**src/rtl/change_dispenser.sv**
```systemverilog
// Greedy coin payout engine: converts a change amount into one-cycle quarter,
// dime and nickel eject pulses while tracking per-denomination inventory.
module change_dispenser #(
  parameter int PULSE_GAP = 2,
  parameter int INV_W     = 4,
  parameter int INIT_Q    = 15,
  parameter int INIT_D    = 15,
  parameter int INIT_N    = 15
) (
  input  logic       Clk,
  input  logic       Rst,
  input  logic       ChangeValid,
  input  logic [5:0] ChangeAmt,
  output logic       ChangeReady,
  input  logic       Refill,
  output logic       QOut,
  output logic       DOut,
  output logic       NOut,
  output logic       Busy,
  output logic       Done,
  output logic       Short,
  output logic [5:0] Remaining
);

  localparam int GW = (PULSE_GAP > 1) ? $clog2(PULSE_GAP) : 1;

  localparam logic [2:0] S_IDLE   = 3'd0;
  localparam logic [2:0] S_SELECT = 3'd1;
  localparam logic [2:0] S_PULSE  = 3'd2;
  localparam logic [2:0] S_GAP    = 3'd3;
  localparam logic [2:0] S_DONE   = 3'd4;

  localparam logic [1:0] COIN_Q = 2'd0;
  localparam logic [1:0] COIN_D = 2'd1;
  localparam logic [1:0] COIN_N = 2'd2;

  localparam logic [INV_W-1:0] INIT_Q_V = INV_W'(INIT_Q);
  localparam logic [INV_W-1:0] INIT_D_V = INV_W'(INIT_D);
  localparam logic [INV_W-1:0] INIT_N_V = INV_W'(INIT_N);
  localparam logic [GW-1:0]    GAP_LAST = GW'(PULSE_GAP - 1);

  logic [2:0]       state_q, state_d;
  logic [5:0]       remaining_q, remaining_d;
  logic [1:0]       coin_q, coin_d;
  logic [GW-1:0]    gapCnt_q, gapCnt_d;
  logic [INV_W-1:0] invQ_q, invQ_d;
  logic [INV_W-1:0] invD_q, invD_d;
  logic [INV_W-1:0] invN_q, invN_d;

  always_comb begin
    state_d     = state_q;
    remaining_d = remaining_q;
    coin_d      = coin_q;
    gapCnt_d    = gapCnt_q;
    invQ_d      = invQ_q;
    invD_d      = invD_q;
    invN_d      = invN_q;

    case (state_q)
      S_IDLE: begin
        if (ChangeValid) begin
          remaining_d = ChangeAmt;
          state_d     = S_SELECT;
        end
      end
      // Nonzero-inventory guards keep the counters from ever wrapping.
      S_SELECT: begin
        if (remaining_q >= 6'd25 && invQ_q != '0) begin
          coin_d  = COIN_Q;
          state_d = S_PULSE;
        end else if (remaining_q >= 6'd10 && invD_q != '0) begin
          coin_d  = COIN_D;
          state_d = S_PULSE;
        end else if (remaining_q >= 6'd5 && invN_q != '0) begin
          coin_d  = COIN_N;
          state_d = S_PULSE;
        end else begin
          state_d = S_DONE;
        end
      end
      S_PULSE: begin
        state_d  = S_GAP;
        gapCnt_d = GAP_LAST;
        case (coin_q)
          COIN_Q: begin
            remaining_d = remaining_q - 6'd25;
            invQ_d      = invQ_q - 1'b1;
          end
          COIN_D: begin
            remaining_d = remaining_q - 6'd10;
            invD_d      = invD_q - 1'b1;
          end
          COIN_N: begin
            remaining_d = remaining_q - 6'd5;
            invN_d      = invN_q - 1'b1;
          end
          default: ;
        endcase
      end
      S_GAP: begin
        if (gapCnt_q == '0) begin
          state_d = S_SELECT;
        end else begin
          gapCnt_d = gapCnt_q - 1'b1;
        end
      end
      S_DONE:  state_d = S_IDLE;
      default: state_d = S_IDLE;
    endcase

    // A refill overrides any same-edge decrement from a pulse.
    if (Refill) begin
      invQ_d = INIT_Q_V;
      invD_d = INIT_D_V;
      invN_d = INIT_N_V;
    end
  end

  always_ff @(posedge Clk) begin
    if (Rst) begin
      state_q     <= S_IDLE;
      remaining_q <= '0;
      coin_q      <= COIN_Q;
      gapCnt_q    <= '0;
      invQ_q      <= INIT_Q_V;
      invD_q      <= INIT_D_V;
      invN_q      <= INIT_N_V;
    end else begin
      state_q     <= state_d;
      remaining_q <= remaining_d;
      coin_q      <= coin_d;
      gapCnt_q    <= gapCnt_d;
      invQ_q      <= invQ_d;
      invD_q      <= invD_d;
      invN_q      <= invN_d;
    end
  end

  assign ChangeReady = (state_q == S_IDLE);
  assign Busy        = (state_q != S_IDLE);
  assign QOut        = (state_q == S_PULSE) && (coin_q == COIN_Q);
  assign DOut        = (state_q == S_PULSE) && (coin_q == COIN_D);
  assign NOut        = (state_q == S_PULSE) && (coin_q == COIN_N);
  assign Done        = (state_q == S_DONE);
  assign Short       = (state_q == S_DONE) && (remaining_q >= 6'd5);
  assign Remaining   = remaining_q;

endmodule

```
**config.mk**
```make
export PLATFORM = sky130hd
export DESIGN_NAME = change_dispenser
export DESIGN_NICKNAME = d
export VERILOG_FILES = /design/src/rtl/change_dispenser.sv
export SDC_FILE = /design/constraint.sdc
export NUM_CORES = 1
export LEC_CHECK = 0
export CAP_MARGIN = 20
export CORE_ASPECT_RATIO = 0.5
export CORE_MARGIN = 2
export CORE_UTILIZATION = 50
export CTS_CLUSTER_SIZE = 8
export DETAILED_ROUTE_END_ITERATION = 8
export PLACE_DENSITY = 0.74
export SLEW_MARGIN = 15
export SYNTH_ARGS = -nofsm -noshare
export SYNTH_HDL_FRONTEND = slang
export SYNTH_SLANG_ARGS = --single-unit
```
**constraint.sdc**
```tcl
create_clock -name Clk -period 5.9 [get_ports Clk]
set_input_delay 1.18 -clock Clk [delete_from_list [all_inputs] [get_ports Clk]]
set_output_delay 1.18 -clock Clk [all_outputs]
set_load 0.1 [all_outputs]
```
Yosys cells after proc, flatten, opt, wreduce, memory -nomap -nowiden:

Index checks and enable logic that the tools add are counted.

* logic and storage cells: 63
* output and inout port bits: 13
* bits in registers: 24

* $lt $le $gt $ge: 3
* $add $sub $neg: 7
* muxes and demuxes: 14
* reduce and logical (&&, ||, !) cells: 23
* equality and inequality tests: 9

Operators with widths (number)
* one-hot mux 6 bit (3 select lines): 1
* 2-to-1 mux 3 bit: 5
* one-hot mux 3 bit (4 select lines): 1
* one-hot mux 6 bit (2 select lines): 1
* nonzero test 4 bit: 3
* subtractor 4 x 1 -> 4 bit (second input constant): 3
* AND reduction 2 bit: 5
* logical AND 1 bit: 7
* equality test 3 x 2 -> 1 bit (second input constant): 2
* greater-or-equal comparator 6 x 3 -> 1 bit (second input constant): 1
* greater-or-equal comparator 6 x 4 -> 1 bit (second input constant): 1
* greater-or-equal comparator 6 x 5 -> 1 bit (second input constant): 1
* 2-to-1 mux 2 bit: 3
* 2-to-1 mux 6 bit: 1
* nonzero test 3 bit: 2
* subtractor 6 x 3 -> 6 bit (second input constant): 1
* subtractor 6 x 4 -> 6 bit (second input constant): 1
* subtractor 6 x 5 -> 6 bit (second input constant): 1
* != test 2 bit (second input constant): 2
* != test 4 x 1 -> 1 bit (second input constant): 1
* nonzero test 2 bit: 2
* equality test 3 x 1 -> 1 bit (second input constant): 1
* equality test 3 bit (second input constant): 1
* logical NOT 3 bit: 1
* 8 further kinds: 8

Logic depth before layout (Yosys ltp):

Gate-level depths: netlist of run 1.

* depth in word-level cells: 6
* depth in mapped cells: 8
* depth with buffers taken out: 6

Least setup slack after synthesis of run 1:

OpenSTA, ideal clock, no wires.

* path type: register to output
* start: register remaining_q[1] (netlist: Remaining[1])
* end: output Short
* stages on the path, launching flop included: 6
* arrival time: 3.129 ns
* slack: 1.591 ns
* cell sequence: dfxtp_1 -> inv_1 -> ha_1 -> nand2b_1 -> a2111oi_2 -> nor2b_1

* longest elaborated chain between the ends: 2

Ends and longest elaborated chain
* start: declaration: RTL line 43 `logic [5:0] remaining_q, remaining_d;`
* start signal: assignment: RTL line 130 `remaining_q <= remaining_d;`
* greater-or-equal comparator 6 x 3 -> 1 bit: RTL line 145 `assign Short = (state_q == S_DONE) && (remaining_q >= 6'd5);`
* logical AND 1 bit: RTL line 145
* end: declaration: RTL line 21 `output logic Short,`

Every way passes these cells.

Final worst setup path of run 1:

Same ends and word-level chain as after synthesis.

==> flow_metrics.py, run 1 <==
metrics = {
    "status": {
        "outcome": "finished clean",
    },
    "synth": {
        "synthTopCellsByCount": "dfxtp_1 (24), inv_1 (22), nand2_1 (20)",
        "ys.flop_type": "dfxtp_1",
        "synth_area_leaders": "dfxtp_1 (29%), ha_1 (9.1%), xnor2_1 (5.8%), inv_1 (5.0%), nand2_1 (4.5%)",
        "yosysTopAreaCellShare_pct": 29.0,
        "synth.distinct_cells": 48,
        "netlist_area_sq_um": 1660,
        "synth.most_common_cell": "dfxtp_1",
        "synth_warnings": 0,
        "synth_edf_count": 0,
        "synthesis.instances": 198,
        "syn-num-nets": 220,
        "async_reset_ff_share_pct": 0,
        "synth_seq_area_share_pct": 29.0,
        "yosysTopAreaCell": "dfxtp_1",
        "ys_seq_elements": 24,
        "postSynthAreaPerCell_sq_um": 8.36,
    },
    "clock_network": {
        "clkTransAtPathRegs_ps": 100,
        "cts.path.max_buffers": 2,
        "clock_latency_ps": 280,
        "tritoncts": "built",
        "cts_inserted_buffers": 3,
        "clkSinkCount": 24,
        "cts_setup_buffers": 0,
        "ctsHoldBuffers": 0,
        "cts_resized": 0,
        "cts_root_buffer": "clkbuf_8",
        "h-tree-depth": 1,
    },
    "timing": {
        "worst_hold_slack_ps": 497,
        "final.period_utilization_pct": 70.1,
        "worstMarginPinSlew_ps": 971,
        "timing.fmax_mhz": 242,
        "finalSetupTns_ps": 0,
        "fin_crit_ps": 4130,
        "finalSetupViolCount": 0,
        "setup_ws_ps": 1770,
        "hold_viol": 0,
        "slew_violations": 0,
        "clock-skew-final_ps": 15.6,
        "slew_headroom_pct": 35.1,
        "rsz0062_at_grt": "false",
    },
    "flow_run": {
        "maxCapViolCount": 0,
    },
    "setup_path": {
        "cp.required_ps": 4720,
        "r2r-end": "Remaining[5]$_SDFFE_PP0P_",
        "path_buf_inv": 2,
        "cp_cell_sequence": "inv_1 -> ha_1 -> nand2b_1 -> a2111oi_2 -> nor2b_1 -> clkdlybuf4s50_1",
        "r2r_start": "coin_q[0]$_SDFFE_PP0P_",
        "worst-path-stages": 6,
        "startpoint": "Remaining[1]$_SDFFE_PP0P_",
        "critPathSlowestCell": "clkdlybuf4s50_1",
        "setup.worst_path.end": "Short",
        "r2r_cells": 6,
        "cpPeakStageDelay_ps": 980,
        "path_class": "reg2out",
        "endpoint_kind": "primary output",
        "start_kind": "register",
        "arrival_ps": 2950,
        "path_delay_family": "buffers and inverters",
        "cp_max_fo": 8,
        "r2r_setup_slack_ps": 3540,
    },
    "routing": {
        "wl_per_cell_um": 14.9,
        "routed_wl_um": 3780,
        "detail-route-antenna-nets": 0,
        "vias": 1491,
        "drt_iter0_drc": 51,
        "dr.pass1.iters": 4,
        "vias_per_cell": 5.89,
        "drc": 0,
    },
    "place": {
        "dp_hpwl_um": 2740,
        "dp_slack_ps": 2100,
        "place_inst": 249,
        "place.gp.congestion": 0.860,
        "place_area_sq_um": 1870,
        "portBuffers": 22,
    },
    "grt": {
        "antenna_found_initial": 0,
        "grt_pass1_wl_um": 6470,
        "grt_start_max_net_pins": 15,
        "grt-ovfl-total": 0,
        "grt_util_all_layers_pct": 22.0,
        "grt_pass1_vias": 1316,
    },
    "cells_and_area": {
        "synthToLayoutAreaGrowth_pct": 17.3,
        "multi_input_area_sq_um": 1030,
        "stdcell_area_sq_um": 1940,
        "nFillCells": 271,
        "final-seq-area_sq_um": 480,
        "diodes": 0,
        "drive_gt1_share_pct": 6.57,
        "layout.nets": 236,
        "finalNonFillerCells": 253,
    },
    "floorplan": {
        "ios": 23,
        "dieArea_sq_um": 3810,
        "coreArea_sq_um": 3080,
        "rows": 14,
        "dieWidth_um": 85.4,
        "initial_core_util_pct": 53.7,
        "die_height_um": 44.7,
    },
    "pwr": {
        "ir_drop_uv": 225,
        "leakagePower_nw": 0.765,
        "power_density_nw_per_um2": 371,
    },
    "min_path": {
        "hold_path_class": "reg2reg",
    },
}
## cell families after synthesis
family          count (synthesis)  share of synthesized area [%]
fa+ha+maj                      12                           9.07
buf+inv                        34                           8.54
flops                          24                           29.0
compound gates                 46                           22.6
mux                             2                           1.36
xor+xnor                       14                           7.41
simple gates                   66                           22.0
## power by group
| part | internal, W | switching (W) |
|---|---|---|
| Clock | 0.0000908 | 0.0000593 |
| Combinational | 0.000119 | 0.000237 |
| Sequential | 0.000178 | 0.0000375 |
## worst min path at each step
stage                                      start                      to  slack [ps]  cells after the start
after floorplan            gapCnt_q$_SDFFE_PP0P_   gapCnt_q$_SDFFE_PP0P_         450                      2
after global placement     gapCnt_q$_SDFFE_PP0P_   gapCnt_q$_SDFFE_PP0P_         460                      2
after detailed placement  invQ_q[1]$_SDFFE_PP1P_  invQ_q[1]$_SDFFE_PP1P_         490                      2
after CTS                 invQ_q[1]$_SDFFE_PP1P_  invQ_q[1]$_SDFFE_PP1P_         500                      2
after global routing      invN_q[1]$_SDFFE_PP1P_  invN_q[1]$_SDFFE_PP1P_         530                      2
final                     invQ_q[1]$_SDFFE_PP1P_  invQ_q[1]$_SDFFE_PP1P_         500                      2
## worst reg2reg max path, delay by kind of cell, from the launching register on
kind | cells | cell delay (ps)
compound gates | 2 | 890
fa+ha+maj | 1 | 430
mux | 1 | 410
flops | 1 | 390
simple gates | 1 | 90
buf+inv | 1 | 80
## metal layers
| layer | vias to the layer above | global-route usage (%) | routed length (um) |
|---|---|---|---|
| met5 | - | 0 | 0 |
| met4 | 0 | 4.44 | 12 |
| met3 | 2 | 5.22 | 182 |
| met2 | 35 | 33.0 | 1660 |
| met1 | 725 | 32.4 | 1930 |
| li1 | 729 | - | - |
## state kept, by name, indices dropped and copies added (netlist names)
| name | flops |
|---|---|
| state_q | 3 |
| invQ_q | 4 |
| coin_q | 2 |
| invD_q | 4 |
| gapCnt_q | 1 |
| Remaining | 6 |
| invN_q | 4 |
## cell usage in the layout (no fill, tap or decap), types with 3 or more instances in the layout
cell / Yosys / routed
a21oi_1: 6 / 6
clkbuf_8: 0 / 3
clkdlybuf4s50_1: 0 / 22
dfxtp_1: 24 / 24
ha_1: 12 / 12
inv_1: 22 / 22
nand2_1: 20 / 20
nand2b_1: 5 / 5
nand3_1: 4 / 4
nand4bb_1: 3 / 3
nor2_1: 9 / 9
nor2b_1: 6 / 6
nor3_1: 4 / 4
nor3b_1: 3 / 3
nor4_1: 5 / 5
o211ai_1: 6 / 6
o21ai_0: 6 / 6
or3_1: 3 / 3
xnor2_1: 11 / 11
xor2_1: 3 / 3
## cell type report
type	count	area share [%]
flip-flops and latches	24	24.7
clock buffers	3	2.13
repair buffers	22	11.3
clock inverters	1	1.55
multi-input cells	140	53.2
inverters	23	4.45
well taps	40	2.58
## per-stage QoR
step	power, W	util (%)
floorplan	0.000496	-
global placement	0.000564	60.7
finish	0.000721	63.0
detailed placement	0.000568	60.7
CTS	0.000719	63.0
global route	0.000760	63.0
(Power assumes the default switching activity.)
==> run 2: changes to the inputs <==
clock period = 4 ns   (was 5.9 ns; I/O delays follow)
==> flow_metrics.py, run 2 (synthesized netlist as in run 1, its figures left out) <==
metrics = {
    "clock_network": {
        "clock_latency_ps": 270,
        "cts.path.max_buffers": 2,
        "cts_inserted_buffers": 3,
        "cts_resized": 0,
        "cts_root_buffer": "clkbuf_8",
        "clkSinkCount": 24,
        "ctsHoldBuffers": 0,
        "cts_setup_buffers": 0,
        "clkTransAtPathRegs_ps": 90,
        "h-tree-depth": 1,
        "tritoncts": "built",
    },
    "pwr": {
        "power_frac_seq_pct": 30.2,
        "leakagePower_nw": 0.773,
        "power_density_nw_per_um2": 548,
        "p_sw_w": 0.000488,
        "sw_frac_of_total_pct": 46.2,
        "p_int_w": 0.000570,
        "pwr-share-clk_pct": 20.5,
        "p_comb_share_pct": 49.3,
        "ir_drop_uv": 347,
    },
    "min_path": {
        "hold_path_depth": 2,
        "hold_path_class": "reg2reg",
    },
    "setup_path": {
        "cp.required_ps": 3200,
        "endpoint_kind": "primary output",
        "start_kind": "register",
        "cp_max_fo": 8,
        "arrival_ps": 2250,
        "r2r_cells": 6,
        "path_class": "reg2out",
    },
    "grt": {
        "antenna_found_initial": 0,
        "grt_pass1_wl_um": 6440,
        "grt-ovfl-total": 0,
        "grt_util_all_layers_pct": 21.9,
        "grt_pass1_vias": 1309,
        "grt_start_max_net_pins": 15,
    },
    "floorplan": {
        "die_height_um": 44.7,
        "rows": 14,
        "initial_core_util_pct": 53.7,
        "coreArea_sq_um": 3080,
        "dieArea_sq_um": 3810,
        "dieWidth_um": 85.4,
        "ios": 23,
    },
    "cells_and_area": {
        "finalNonFillerCells": 253,
        "diodes": 0,
        "final_common_cell": "dfxtp_1",
        "drive_gt1_share_pct": 8.92,
        "layout_common_cells": "dfxtp_1 (24), inv_1 (22), nand2_1 (20)",
        "synthToLayoutAreaGrowth_pct": 16.6,
        "layout.nets": 236,
        "largest_reg_flops": 6,
    },
    "routing": {
        "dr.pass1.iters": 4,
        "vias_per_cell": 5.69,
        "drc": 0,
        "wl_per_cell_um": 15.3,
        "vias": 1439,
        "routed_wl_um": 3860,
        "detail-route-antenna-nets": 0,
        "drt_iter0_drc": 67,
    },
    "flow_run": {
        "maxCapViolCount": 0,
    },
    "timing": {
        "timing.fmax_mhz": 328,
        "fin_crit_ps": 3050,
        "clock-skew-final_ps": 5.27,
        "slew_violations": 0,
        "finalSetupTns_ps": 0,
        "worstMarginPinSlew_ps": 969,
        "rsz0062_at_grt": "false",
        "hold_viol": 0,
        "finalSetupViolCount": 0,
        "slew_headroom_pct": 35.2,
        "final.period_utilization_pct": 76.3,
    },
    "place": {
        "place_inst": 249,
        "place.gp.congestion": 0.909,
        "dp_hpwl_um": 2800,
        "portBuffers": 22,
    },
    "status": {
        "outcome": "finished clean",
    },
}
## run 2: path summary, 6_finish.rpt
path / startpoint / slack [ps] / endpoint
worst max-delay path: Remaining[1]$_SDFFE_PP0P_ / 950 / Short
worst min-delay path: gapCnt_q$_SDFFE_PP0P_ / 490 / gapCnt_q$_SDFFE_PP0P_
worst max register to register: coin_q[0]$_SDFFE_PP0P_ / 1650 / Remaining[5]$_SDFFE_PP0P_
worst min register to register: gapCnt_q$_SDFFE_PP0P_ / 490 / gapCnt_q$_SDFFE_PP0P_
## run 2: per-layer routing
layer	vias up	global-route usage [%]	wire length [um]
li1	724	-	-
met1	677	31.0	2010
met2	36	34.2	1680
met3	2	5.22	163
met4	0	4.76	8
met5	-	0	0
## run 2: critical path, stage by stage, from the launching register on
cell and delay [ps]:
dfxtp_1 480, inv_1 150, ha_1 220, nand2b_1 150
a2111oi_2 610, nor2b_1 100, buf_4 260
## run 2: power by group through the flow
stage	Clock (W)	Combinational, W	Sequential (W)
4_1_cts	0.000223	0.000516	0.000318
6_report	0.000217	0.000521	0.000319
3_5_place_dp	0	0.000514	0.000324
3_3_place_gp	0	0.000509	0.000322
5_1_grt	0.000232	0.000560	0.000326
2_1_floorplan	0	0.000350	0.000382
## run 2: cell type report
| class | count | area (sq um) |
|---|---|---|
| Clock buffer | 3 | 41.3 |
| Fill cell | 276 | 1150 |
| Inverter | 23 | 86.3 |
| Sequential cell | 24 | 480 |
| Tap cell | 40 | 50.0 |
| Clock inverter | 1 | 30.0 |
| Timing Repair Buffer | 22 | 208 |
| Multi-Input combinational cell | 140 | 1030 |
## run 2: per-stage QoR
step	total power, W	hold slack, ps	setup slack, ps	util [%]	instance area, sq um
2_1_floorplan	0.000731	454	71.1	-	1660
3_3_place_gp	0.000831	463	1290	60.3	1860
3_5_place_dp	0.000838	479	1260	60.3	1860
4_1_cts	0.00106	500	955	62.6	1930
5_1_grt	0.00112	532	832	62.6	1930
6_report	0.00106	493	947	62.6	1930
==> run 3: changes to the inputs <==
clock period = 3 ns   (was 4 ns; I/O delays follow)
==> flow_metrics.py, run 3 (synthesized netlist as in run 1, its figures left out) <==
metrics = {
    "routing": {
        "vias_per_cell": 5.68,
        "detail-route-antenna-nets": 0,
        "drt_iter0_drc": 50,
        "vias": 1454,
        "routed_wl_um": 3760,
        "wl_met2_um": 1630,
        "top_layer": "met4",
        "wl_per_cell_um": 14.7,
        "drt-met1-wl_um": 1910,
        "drc": 0,
        "dr_wl_met3_um": 184,
        "dr.pass1.iters": 4,
    },
    "grt": {
        "grt_pass1_wl_um": 6290,
        "grt-ovfl-total": 0,
        "grt_start_max_net_pins": 15,
        "grt_pass1_vias": 1322,
        "antenna_found_initial": 0,
        "grt_util_all_layers_pct": 21.2,
    },
    "floorplan": {
        "initial_core_util_pct": 53.7,
        "dieWidth_um": 85.4,
        "ios": 23,
        "die_height_um": 44.7,
        "dieArea_sq_um": 3810,
        "coreArea_sq_um": 3080,
        "rows": 14,
    },
    "pwr": {
        "sw_frac_of_total_pct": 46.0,
        "power_density_nw_per_um2": 727,
        "pwr-share-clk_pct": 20.3,
        "ir_drop_uv": 373,
        "leakagePower_nw": 0.805,
        "p_total_w": 0.00142,
        "power_frac_seq_pct": 30.1,
        "p_comb_share_pct": 49.6,
        "p_sw_w": 0.000654,
        "p_int_w": 0.000767,
    },
    "timing": {
        "finalSetupTns_ps": 0,
        "slew_headroom_pct": 63.8,
        "final.period_utilization_pct": 85.4,
        "finalSetupViolCount": 0,
        "worstMarginPinSlew_ps": 543,
        "fin_crit_ps": 2560,
        "slew_violations": 0,
        "setup_ws_ps": 438,
        "worst_hold_slack_ps": 483,
        "rsz0062_at_grt": "false",
        "hold_viol": 0,
        "timing.fmax_mhz": 390,
        "clock-skew-final_ps": 4.56,
    },
    "place": {
        "portBuffers": 22,
        "place.gp.congestion": 0.941,
        "place_inst": 252,
        "dp_hpwl_um": 2760,
        "dp_slack_ps": 699,
    },
    "setup_path": {
        "cpPeakStageDelay_ps": 370,
        "cp_cell_sequence": "inv_1 -> ha_1 -> nand2b_1 -> a2111oi_2 -> buf_4 -> nor2b_4 -> buf_12",
        "arrival_ps": 1960,
        "path_delay_family": "buffers and inverters",
        "start_kind": "register",
        "path_buf_inv": 3,
        "critPathSlowestCell": "dfxtp_2",
        "path_class": "reg2out",
        "endpoint_kind": "primary output",
        "cp_max_fo": 8,
        "cp.required_ps": 2400,
    },
    "cells_and_area": {
        "largest_reg_flops": 6,
        "diodes": 0,
        "finalNonFillerCells": 256,
        "layout_common_cells": "dfxtp_1 (23), inv_1 (22), nand2_1 (20)",
        "nFillCells": 273,
        "final_common_cell": "dfxtp_1",
        "layout.nets": 239,
        "final-seq-area_sq_um": 482,
        "synthToLayoutAreaGrowth_pct": 18.0,
        "drive_gt1_share_pct": 14.8,
        "multi_input_area_sq_um": 1040,
    },
    "clock_network": {
        "h-tree-depth": 1,
        "clock_latency_ps": 270,
        "clkSinkCount": 24,
        "cts_root_buffer": "clkbuf_8",
        "cts_inserted_buffers": 3,
        "ctsHoldBuffers": 0,
        "tritoncts": "built",
        "cts_setup_buffers": 0,
        "clkTransAtPathRegs_ps": 90,
        "cts.path.max_buffers": 2,
        "cts_resized": 0,
    },
    "flow_run": {
        "maxCapViolCount": 0,
    },
    "status": {
        "outcome": "finished clean",
    },
    "min_path": {
        "hold_path_class": "reg2reg",
    },
}
-- run 3: worst paths after layout --
| check | startpoint | to | slack [ps] | depth (start not counted) |
|---|---|---|---|---|
| worst max-delay path | Remaining[1]$_SDFFE_PP0P_ | Short | 440 | 7 |
| worst min-delay path | gapCnt_q$_SDFFE_PP0P_ | gapCnt_q$_SDFFE_PP0P_ | 480 | 2 |
| worst max register to register | coin_q[0]$_SDFFE_PP0P_ | Remaining[5]$_SDFFE_PP0P_ | 870 | 6 |
| worst min register to register | gapCnt_q$_SDFFE_PP0P_ | gapCnt_q$_SDFFE_PP0P_ | 480 | 2 |
-- run 3: final cells by class --
class	instances	share of cell area, %
repair buffers	25	11.4
clock inverters	1	1.54
multi-input cells	140	53.3
well taps	40	2.56
inverters	23	4.42
clock buffers	3	2.11
flip-flops and latches	24	24.7
-- run 3: power groups by stage --
stage          Clock [W]  Sequential (W)  Combinational, W
2_1_floorplan          0        0.000509          0.000471
3_3_place_gp           0        0.000431          0.000692
3_5_place_dp           0        0.000433          0.000697
4_1_cts         0.000295        0.000425          0.000702
5_1_grt         0.000304        0.000435          0.000761
6_report        0.000289        0.000427          0.000705
-- run 3: worst register-to-register path: stages (launching register included) --
cell,delay (ps)
dfxtp_1,410
inv_1,90
ha_1,420
nor2_2,90
a2111oi_4,420
mux2_2,380
a311oi_1,240
-- run 3: routing by layer --
metal / global-route usage (%) / vias to the layer above
met5: 0 / -
met4: 6.67 / 0
met3: 4.10 / 2
met2: 32.3 / 30
met1: 30.4 / 684
li1: - / 738
-- run 3: through the flow --
step	instance area (sq um)	utilization, %
final	1950	63.4
after global routing	1950	63.4
after CTS	1950	63.4
after detailed placement	1880	61.0
after global placement	1880	61.0
after floorplan	1660	-
